`src/rtl/ysyx_23060201_mem_arbiter.sv`:
```
// Two-master (IFU/LSU) round-robin arbiter in front of the single data-memory port.
// One outstanding transaction; the request is latched at handshake and replayed to memory until accepted.
module ysyx_23060201_mem_arbiter #(
  parameter int ADDR_WIDTH = 32,
  parameter int DATA_WIDTH = 32
) (
  input  logic                  clk,
  input  logic                  rst_n,

  input  logic                  ifu_req_valid,
  output logic                  ifu_req_ready,
  input  logic [ADDR_WIDTH-1:0] ifu_raddr,
  output logic                  ifu_rsp_valid,
  output logic [DATA_WIDTH-1:0] ifu_rdata,

  input  logic                  lsu_req_valid,
  output logic                  lsu_req_ready,
  input  logic                  lsu_wen,
  input  logic [ADDR_WIDTH-1:0] lsu_addr,
  input  logic [DATA_WIDTH-1:0] lsu_wdata,
  input  logic [7:0]            lsu_wmask,
  output logic                  lsu_rsp_valid,
  output logic [DATA_WIDTH-1:0] lsu_rdata,

  output logic                  mem_req_valid,
  input  logic                  mem_req_ready,
  output logic                  mem_wen,
  output logic [ADDR_WIDTH-1:0] mem_addr,
  output logic [DATA_WIDTH-1:0] mem_wdata,
  output logic [7:0]            mem_wmask,
  input  logic                  mem_rsp_valid,
  input  logic [DATA_WIDTH-1:0] mem_rdata
);

  typedef enum logic [1:0] {
    S_IDLE = 2'd0,
    S_REQ  = 2'd1,
    S_WAIT = 2'd2
  } state_e;

  localparam logic OWN_IFU = 1'b0;
  localparam logic OWN_LSU = 1'b1;

  state_e                  state_q;
  logic                    owner_q;
  logic                    last_q;
  logic                    req_valid_q;
  logic                    wen_q;
  logic [ADDR_WIDTH-1:0]   addr_q;
  logic [DATA_WIDTH-1:0]   wdata_q;
  logic [7:0]              wmask_q;

  logic                    idle;
  logic                    grant_ifu;
  logic                    grant_lsu;
  logic                    rsp_fire;
  logic [DATA_WIDTH-1:0]   rsp_data;

  // On a tie the master that was not granted last wins; a lone requester always wins.
  assign idle      = (state_q == S_IDLE);
  assign grant_ifu = ifu_req_valid && (!lsu_req_valid || (last_q == OWN_LSU));
  assign grant_lsu = lsu_req_valid && (!ifu_req_valid || (last_q == OWN_IFU));

  assign ifu_req_ready = idle && grant_ifu;
  assign lsu_req_ready = idle && grant_lsu;

  always_ff @(posedge clk or negedge rst_n) begin
    if (!rst_n) begin
      state_q     <= S_IDLE;
      owner_q     <= OWN_IFU;
      last_q      <= OWN_IFU;
      req_valid_q <= 1'b0;
      wen_q       <= 1'b0;
      addr_q      <= '0;
      wdata_q     <= '0;
      wmask_q     <= '0;
    end else begin
      case (state_q)
        S_IDLE: begin
          if (ifu_req_ready) begin
            owner_q     <= OWN_IFU;
            last_q      <= OWN_IFU;
            wen_q       <= 1'b0;
            addr_q      <= ifu_raddr;
            wdata_q     <= '0;
            wmask_q     <= '0;
            req_valid_q <= 1'b1;
            state_q     <= S_REQ;
          end else if (lsu_req_ready) begin
            owner_q     <= OWN_LSU;
            last_q      <= OWN_LSU;
            wen_q       <= lsu_wen;
            addr_q      <= lsu_addr;
            wdata_q     <= lsu_wdata;
            wmask_q     <= lsu_wmask;
            req_valid_q <= 1'b1;
            state_q     <= S_REQ;
          end
        end
        S_REQ: begin
          if (mem_req_ready) begin
            req_valid_q <= 1'b0;
            state_q     <= S_WAIT;
          end
        end
        S_WAIT: begin
          if (mem_rsp_valid) begin
            state_q <= S_IDLE;
          end
        end
        default: begin
          req_valid_q <= 1'b0;
          state_q     <= S_IDLE;
        end
      endcase
    end
  end

  assign mem_req_valid = req_valid_q;
  assign mem_wen       = wen_q;
  assign mem_addr      = addr_q;
  assign mem_wdata     = wdata_q;
  assign mem_wmask     = wmask_q;

  // Responses outside WAIT are stray and never reach a master.
  assign rsp_fire = (state_q == S_WAIT) && mem_rsp_valid;
  assign rsp_data = wen_q ? '0 : mem_rdata;

  assign ifu_rsp_valid = rsp_fire && (owner_q == OWN_IFU);
  assign lsu_rsp_valid = rsp_fire && (owner_q == OWN_LSU);
  assign ifu_rdata     = ifu_rsp_valid ? rsp_data : '0;
  assign lsu_rdata     = lsu_rsp_valid ? rsp_data : '0;

endmodule
```
`config.mk`:
```
export PLATFORM = sky130hd
export DESIGN_NAME = ysyx_23060201_mem_arbiter
export DESIGN_NICKNAME = d
export VERILOG_FILES = /design/src/rtl/ysyx_23060201_mem_arbiter.sv
export SDC_FILE = /design/constraint.sdc
export NUM_CORES = 1
export LEC_CHECK = 0
export BUFFER_PORTS_ARGS = -buffer_cell sky130_fd_sc_hd__buf_2
export CORE_AREA = 2 2 109 111
export CTS_CLUSTER_SIZE = 8
export DETAILED_ROUTE_END_ITERATION = 8
export DIE_AREA = 0 0 111 113
export GPL_TIMING_DRIVEN = 0
export HOLD_SLACK_MARGIN = 0.05
export PLACE_DENSITY = 0.67
export SYNTH_ARGS = -nofsm -noshare
export SYNTH_HDL_FRONTEND = slang
export SYNTH_SLANG_ARGS = --single-unit
```
`constraint.sdc`:
```
create_clock -name clk -period 2 [get_ports clk]
set_clock_uncertainty 0.2 [all_clocks]
set_input_delay 0.5 -clock clk [delete_from_list [all_inputs] [get_ports clk]]
set_output_delay 0.5 -clock clk [all_outputs]
set_load 0.03 [all_outputs]
```
# --- After elaboration in Yosys (flattened, before gate mapping) ---
# Cells that the tools add are included.
totals:
  regBits: 77
  in_bits: 143
  output_inout_bits: 142
  word_cells: 51
op_classes:
  eq_ne: 5
  muxes: 21
  bitwise_logic: 2
  reduce_logical: 16
ops:
  columns: ["cell", "n"]
  rows:
  - ["2-to-1 mux 32 bit", 7]
  - ["2-to-1 mux 8 bit", 2]
  - ["2-to-1 mux 2 bit", 4]
  - ["logical AND 1 bit", 7]
  - ["2-to-1 mux 1 bit", 6]
  - ["one-hot mux 2 bit (3 select lines)", 1]
  - ["AND reduction 3 bit", 2]
  - ["inequality test 2 bit, second input constant", 2]
  - ["inequality test 3 bit, second input constant", 1]
  - ["one-hot mux 1 bit (3 select lines)", 1]
  - ["== test 2 x 1 -> 1 bit, second input constant", 1]
  - ["== test 2 bit, second input constant", 1]
  - ["zero test 1 bit", 2]
  - ["zero test 2 bit", 1]
  - ["logical OR 1 bit", 2]
  - ["inverter 1 bit", 2]
  - ["AND reduction 2 bit", 1]
  - ["nonzero test 2 bit", 1]

# --- Logic depth before layout (Yosys ltp) ---
# Gate-level depths: netlist (run 1).
depth:
  ltp_word: 7
  depth_mapped: 7
  ltp_nobuf: 3

# --- Worst setup path before layout (run 1) ---
# OpenSTA, ideal clock, no wires.
synth_path:
  kind: "input to output"
  startpoint: "in ifu_req_valid"
  endpoint: "out ifu_req_ready"
  t_arrival_ns: 1.597
  required_time_ns: 1.300
  path_slack_ns: -0.297
  stages: 4
  n_path_buf: 2
  path_cell_list: "buf_6 > or3b_1 > clkbuf_1 > nor2_1"
synth_via:
  elab_chain_len: 2
synth_rtl:
  columns: ["item", "line_no", "source"]
  rows:
  - ["start: declaration", "10", "input logic ifu_req_valid,"]
  - ["logical AND 1 bit", "61", "assign grant_ifu = ifu_req_valid && (!lsu_req_valid || (last_q == OWN_LSU));"]
  - ["logical AND 1 bit", "64", "assign ifu_req_ready = idle && grant_ifu;"]
  - ["end: declaration", "11", "output logic ifu_req_ready,"]
# No other way between the ends.

# --- Final worst setup path (run 1) ---
layout_path:
  startpoint: "reg state_q[0]"
  endpoint: "out ifu_rdata[29]"
layout_via:
  elab_chain_len: 4
layout_rtl:
  columns: ["item", "line_no", "source"]
  rows:
  - ["start: declaration", "44", "state_e state_q;"]
  - ["start signal: assignment", "69", "state_q <= S_IDLE;"]
  - ["start signal: assignment", "88", "state_q <= S_REQ;"]
  - ["start signal: assignment", "97", "state_q <= S_REQ;"]
  - ["== test 2 bit", "126", "assign rsp_fire = (state_q == S_WAIT) && mem_rsp_valid;"]
  - ["logical AND 1 bit", "126", null]
  - ["logical AND 1 bit", "129", "assign ifu_rsp_valid = rsp_fire && (owner_q == OWN_IFU);"]
  - ["2-to-1 mux 32 bit", "131", "assign ifu_rdata = ifu_rsp_valid ? rsp_data : '0;"]
  - ["end: declaration", "14", "output logic [DATA_WIDTH-1:0] ifu_rdata,"]
# No other way between the ends.

==> run metrics, run 1 <==
final cell count without fillers=881; Hold Path Class=in2reg; cell repeated most along the worst path=buf_6; core area=11270 µm²; CP max stage delay=0.42 ns; Synth Register Bits=77; Setup WS post-layout=-0.2973 ns; Die ar.=12540 µm²; clock tree sinks=77; total CTS buffers=9; worst-path fanout max=8; die width=111 µm; DRC viols=0; initial antenna violation count=1; Initial Util=33.94%; # setup viols final=68; leakage=3.379 nW; largest net degree at the start of global routing=68; worst slack, placed=-0.3559 ns; count leader, synth=dfrtp_1; Tmin final=2.297 ns; status=finished with violations; Syn Area/Cell=9.242 µm²; Post-synth top cells=dfrtp_1 (77), nor2_1 (66), a22o_1 (41); Setup CP Type=reg2out; detailed-route wire length=15540 µm; Post-Syn Nets=557; Slew Limit Headroom=68.09%; R2R Setup Slk=0.15 ns; hpwl dp=10740 µm; Clock Latency Late Sink=0.32 ns; vias in the first global route=4555; fillers=885; RSZ-0062 raised after global routing=yes; share of the synthesized area in the top cell type=50.36%; Pwr Density=1478 nW/µm²; dpl cells=841; Via density=5.163; GR Overflow Total=0; post-synth top area cell=dfrtp_1; ys flop type=dfrtp_1; Post-synth EDFFs=0; 1st-pass router iterations=4; total chip power=10.57 mW; maximum clock rate=0.4353 GHz; number of buffers added on ports=283; clock root buffer=clkbuf_16; Critical Path AT=1.60 ns; Vias=4549; Critical Path Source Type=flip-flop; Gate Count Post-Synth=414; yosys synthesis warning count=0; final net count=875; Layout area overhead=86.98%; Antenna Nets Post-Route=0; asr flop ratio synth=100.0%; mapped cell area=3826 µm²; Max-Cap Viols=0; Hold Fails Final Rpt=0; crit-path cells=nor2b_4, nand3b_1, buf_6, clkbuf_16, nor2_4, buf_6; die extent in y=113 µm; first-pass GRT wire length=24230 µm; VDD IR max=0.0008835 V; Req. time, crit path=1.30 ns; failing checks=setup timing; largest cells by area after synthesis=dfrtp_1 (50%), a22o_1 (9.4%), nor2_1 (6.5%), a31oi_1 (5.4%), nand2b_1 (5.4%); register area share after synthesis=50.36%; CTS tree=yes; WL/cell=17.64 µm; Detailed Route Iter0 Violations=286; final period utilization=114.9%; RD Place Congestion=0.9402; Cell variety after synth=23; H-tree levels=3; I/O pin count=285; clk buf depth=2; proportion of layout cells with a drive suffix above 1=58.21%; CP max stage cell=dfrtp_2; Worst Tran Pin Value=0.4787 ns; Final Max Slew Viols=0; clk slew on worst S/H paths=0.06 ns; CP Capture Type=output pin; total track usage=23.96%; Rows=39
[final cells by class]
| type | count | area [µm²] | area share [%] |
|---|---|---|---|
| tap | 143 | 178.9 | 2.501 |
| clock buffer | 11 | 232.7 | 3.253 |
| buffer | 45 | 401.6 | 5.614 |
| clock inverter | 5 | 83.83 | 1.172 |
| sequential | 77 | 1931 | 26.98 |
| antenna | 1 | 2.502 | 0.03498 |
| multi-input combinational | 288 | 2170 | 30.33 |
| timing repair buffer | 308 | 2138 | 29.89 |
| inverter | 3 | 16.27 | 0.2274 |
[routing by layer]
| layer | part of all wire, % | up-vias | GRT usage [%] |
|---|---|---|---|
| met5 | 0 | - | 0 |
| met4 | 2.3 | 0 | 9.500 |
| met3 | 6.2 | 26 | 4.071 |
| met2 | 53 | 226 | 42.70 |
| met1 | 39 | 2158 | 29.03 |
| li1 | - | 2139 | - |
[critical path, delay by kind of cell, from the launching register on]
kind,cells,cell delay [ns]
buffers and inverters,3,0.49
DFF,1,0.42
and+or+nand+nor,3,0.35
[cells in the final DEF, fill, tap and decap left out, drive strengths merged]
master	synthesis	layout
buf	16	320
dfrtp	77	77
nor2	67	67
clkbuf	30	43
a22o	41	41
o21ai	34	34
a21oi	33	33
a31oi	33	33
nand2b	33	33
nand4	32	32
nand2	6	6
inv	3	3
nand3b	2	2
bufinv	0	2
clkinvlp	0	2
nor2b	2	2
diode	0	1
or3b	1	1
nand3	1	1
clkinv	0	1
and3	1	1
or2	1	1
and2	1	1
dlygate4sd3	0	1
[logic make-up (layout without fill, tap and decap cells)]
family,Yosys count,in the layout,synth area share [%]
compound gates,141,141,23.54
buf+inv,49,372,6.475
flops,77,77,50.36
other cells,0,1,0
simple gates,147,147,19.62
[repair_timing]
action	CTS	global route
resized for setup	237	27
endpoints found under the setup margin	68	97
gates cloned	4	2
buffers inserted	12	5
hold buffers	1	0
endpoints found under the hold margin	10	0
pin swaps	16	15
[state kept, by name (all words and copies together), names as in the netlist]
signal	count
mem_wmask	8
mem_wen	1
state_q	2
mem_req_valid	1
mem_addr	32
last_q	1
mem_wdata	32
[through the flow]
step / instance area (µm²) / hold WS (ns) / util [%] / TNS, ns
floorplan: 4081 / 0.004409 / - / -4.218
global placement: 5677 / 0.2624 / 50.36 / -36.47
detailed placement: 5707 / 0.1511 / 50.63 / -17.50
CTS: 7019 / 0.1744 / 62.27 / -17.88
global route: 7154 / 0.1862 / 63.47 / -22.92
finish: 7154 / 0.1851 / 63.47 / -17.76
[power breakdown]
group          total (mW)  switching [mW]  internal (mW)
clock                1.74           0.641           1.10
combinational        6.07            3.89           2.18
sequential           2.76           0.458           2.31
total                10.6            4.99           5.59
[final timing paths]
path                                    start       endpoint  cells past startpoint
worst max-delay path               state_q[0]  ifu_rdata[29]                      6
worst min register to register  mem_req_valid  mem_req_valid                      2
worst max register to register     state_q[0]   mem_addr[19]                      7
min in group asynchronous               rst_n  mem_wdata[21]                      2
max in group asynchronous               rst_n     state_q[1]                      3
worst min-delay path             lsu_wdata[7]   mem_wdata[7]                      2
(Power assumes the default switching activity.)
==> run 2: changes to the inputs <==
- ABC_AREA: default -> 1
- CAP_MARGIN: default -> 25
- CORE_AREA: 2 2 109 111 -> 2 2 110 112
- DIE_AREA: 0 0 111 113 -> 0 0 112 114
- PLACE_DENSITY: 0.67 -> 0.68
- clock period: 2 -> 2.9 ns (I/O delays scaled with it)
==> run 2 against run 1 <==
Sequential power fell by 35%. Global-route usage down 3.0 points. Critical endpoint is now lsu_req_ready. The run now ends clean. Worst setup slack gained 0.46 ns. Register-to-register slack better by 0.78 ns. Highest routed layer unchanged. Sequential cell count did not move. First-iteration DRC count shrank 40%. Sequential share of layout area increased by 5.1 points. Utilization shrank 12 points.
==> run metrics, run 2 <==
status=finished, final reports clean (was finished with violations); asr flop ratio synth=100.0% (unchanged); Hold Path Class=in2async (was in2reg); final period utilization=94.53%; Initial Util=34.54% (was 33.94%); Comb pwr share=52.8% (was 57.4%); fin area=6015 µm² (was 7154 µm²); clk slew on worst S/H paths=0.06 ns (about the same); share of the synthesized area in the top cell type=47.63% (was 50.36%); CTS tree=yes (unchanged); Tmin final=2.741 ns; proportion of layout cells with a drive suffix above 1=36.52% (was 58.21%); Detailed Route Iter0 Violations=172 (was 286); Slew Limit Headroom=66.45% (was 68.09%); antenna fix cells=0 (was 1); Critical Path AT=1.82 ns (was 1.60 ns); initial antenna violation count=0 (was 1); Die ar.=12770 µm² (was 12540 µm²); Sw Ratio=49.23% (was 47.17%); internal power=3.137 mW (was 5.585 mW); clock root buffer=clkbuf_16 (unchanged); mapped cell area=4045 µm² (was 3826 µm²); Hold Fails Final Rpt=0 (unchanged); RSZ-0062 raised after global routing=yes (unchanged); worst-path fanout max=10 (was 8); Clock Latency Late Sink=0.32 ns (about the same); # setup viols final=0 (was 68); Post-synth EDFFs=0 (unchanged); core area=11710 µm² (was 11270 µm²); Layout area overhead=48.69% (was 86.98%); DP Area=5673 µm² (was 5707 µm²); total CTS buffers=9 (unchanged); vias in the first global route=4391 (was 4555); fillers=1216 (was 885); H-tree levels=3 (unchanged); clock tree sinks=77 (unchanged); commonest non-fill, non-tap cell in the layout=buf_2 (unchanged); Clk pwr share=18.2% (was 16.5%); GR Overflow Total=0 (unchanged); maximum clock rate=0.3648 GHz; total track usage=20.98% (was 23.96%); Post-synth top cells=nand2_1 (225), inv_1 (105), dfrtp_1 (77) (was dfrtp_1 (77), nor2_1 (66), a22o_1 (41)); leakage=3.953 nW (was 3.379 nW); dpl cells=1017 (was 841); Req. time, crit path=1.98 ns (was 1.30 ns); count leader, synth=nand2_1 (was dfrtp_1); ys flop type=dfrtp_1 (unchanged); Pwr Density=1027 nW/µm² (was 1478 nW/µm²); worst hold slack=0.1596 ns (was 0.1851 ns); register area share after synthesis=47.63% (was 50.36%); RD Place Congestion=0.8928 (was 0.9402); final net count=1028 (was 875); detailed-route wire length=13450 µm (was 15540 µm); yosys synthesis warning count=0 (unchanged); Rows=40 (was 39); hpwl dp=10720 µm (was 10740 µm); largest net degree at the start of global routing=41 (was 68); final cell count without fillers=1037 (was 881); VDD IR max=0.0004857 V (was 0.0008835 V); die width=112 µm (was 111 µm); Syn Area/Cell=6.915 µm² (was 9.242 µm²); Antenna Nets Post-Route=0 (unchanged); Gate Count Post-Synth=585 (was 414); total chip power=6.178 mW (was 10.57 mW); 1st-pass router iterations=4 (unchanged); Worst Tran Pin Value=0.5033 ns (was 0.4787 ns); number of buffers added on ports=284 (was 283); CP Capture Type=output pin (unchanged); clk buf depth=2 (unchanged); commonest non-fill, non-tap cells in the layout=buf_2 (294), nand2_1 (225), inv_1 (105), dfrtp_1 (77), nand3_1 (65) (was buf_2 (219), buf_6 (78), dfrtp_1 (74), nor2_4 (65), a22o_1 (41)); DRC viols=0 (unchanged); largest cells by area after synthesis=dfrtp_1 (48%), nand2_1 (21%), inv_1 (9.7%), nand3_1 (8.0%), nor3_1 (7.9%) (was dfrtp_1 (50%), a22o_1 (9.4%), nor2_1 (6.5%), a31oi_1 (5.4%), nand2b_1 (5.4%)); Via density=4.498 (was 5.163); post-synth top area cell=dfrtp_1 (unchanged); switching power=3.041 mW (was 4.987 mW); I/O pin count=285 (unchanged); Final Max Slew Viols=0 (unchanged); Synth Register Bits=77 (unchanged); Vias=4664 (was 4549); first-pass GRT wire length=21530 µm (was 24230 µm); Critical Path Source Type=flip-flop (unchanged); die extent in y=114 µm (was 113 µm); Reg power frac=28.9% (was 26.1%); Cell variety after synth=19 (was 23); Post-Syn Nets=728 (was 557); WL/cell=12.97 µm (was 17.64 µm); Max-Cap Viols=0 (unchanged); Setup CP Type=reg2out (unchanged)
-- run 2: cell types whose count changed after synthesis, moves of 8 or more --
| cell | change |
|---|---|
| a21oi_1 | -32 |
| o21ai_0 | -20 |
| nand2b_1 | -33 |
| a31oi_1 | -33 |
| nor2_1 | -66 |
| nand2_1 | +219 |
| clkbuf_1 | -8 |
| o21ai_1 | -11 |
| nor3_1 | +64 |
| inv_1 | +102 |
| a22o_1 | -41 |
| nand3_1 | +64 |
| nand4_1 | -30 |
-- run 2: worst paths after layout --
| kind | from | endpoint | slack, ns | cells after the start |
|---|---|---|---|---|
| max | state_q[1] | lsu_req_ready | 0.16 | 5 |
| min | rst_n | mem_wdata[12] | 0.16 | 1 |
| max reg2reg | state_q[1] | mem_wdata[0] | 0.93 | 7 |
| min reg2reg | mem_wdata[17] | mem_wdata[17] | 0.26 | 2 |
| max in group asynchronous | rst_n | mem_wdata[31] | 1.75 | 2 |
| min in group clk | mem_wdata[17] | mem_wdata[17] | 0.26 | 2 |
-- run 2: through the flow --
stage	utilization, %	worst slack, ns	setup TNS [ns]
floorplan	-	0.1757	0
global placement	48.25	0.1167	0
detailed placement	48.44	0.09629	0
CTS	51.03	0.04925	0
global route	51.36	-0.005484	-0.005484
finish	51.36	0.1586	0
-- run 2: area by class of cell --
class | instances | area [µm²] | area share [%]
Inverter | 107 | 405.4 | 6.740
Timing Repair Buffer | 289 | 1474 | 24.51
Sequential cell | 77 | 1927 | 32.04
Clock inverter | 5 | 60.06 | 0.9985
Multi-Input combinational cell | 364 | 1556 | 25.88
Clock buffer | 11 | 242.7 | 4.036
Buffer | 37 | 165.2 | 2.746
Tap cell | 147 | 183.9 | 3.058
-- run 2: cell families (layout without fill, tap and decap cells) --
group,count (synthesis),in the layout,share of synthesized area [%]
and+or+nand+nor,359,359,37.83
buffers and inverters,144,449,13.89
DFF,77,77,47.63
AOI/OAI and AO/OA,5,5,0.6494
-- run 2: power groups by stage --
stage | logic [mW] | clock network [mW] | registers (mW)
after global routing | 3.59 | 1.21 | 1.84
after CTS | 3.28 | 1.16 | 1.78
after global placement | 3.24 | 0 | 1.79
final | 3.26 | 1.13 | 1.79
after floorplan | 1.34 | 0 | 2.66
after detailed placement | 3.28 | 0 | 1.79
-- run 2: routing by layer --
metal | wire length [µm] | up-vias | GRT usage (%)
met1 | 5142 | 2082 | 24.38
met2 | 7041 | 191 | 38.10
met5 | 0 | - | 0
met3 | 906 | 24 | 3.932
met4 | 356 | 0 | 8.780
li1 | - | 2367 | -
-- run 2: worst max-delay path, stage by stage (launching register included) --
cell	delay [ns]
dfrtp_1	0.44
nor2_4	0.22
nand3_1	0.21
clkinvlp_4	0.15
buf_2	0.22
buf_2	0.24
-- run 2: timing repair --
| action | CTS | global route |
|---|---|---|
| endpoints found under the setup margin | 0 | 38 |
| hold buffers | 0 | 0 |
| gates resized for setup | 0 | 9 |
| setup buffers | 0 | 4 |
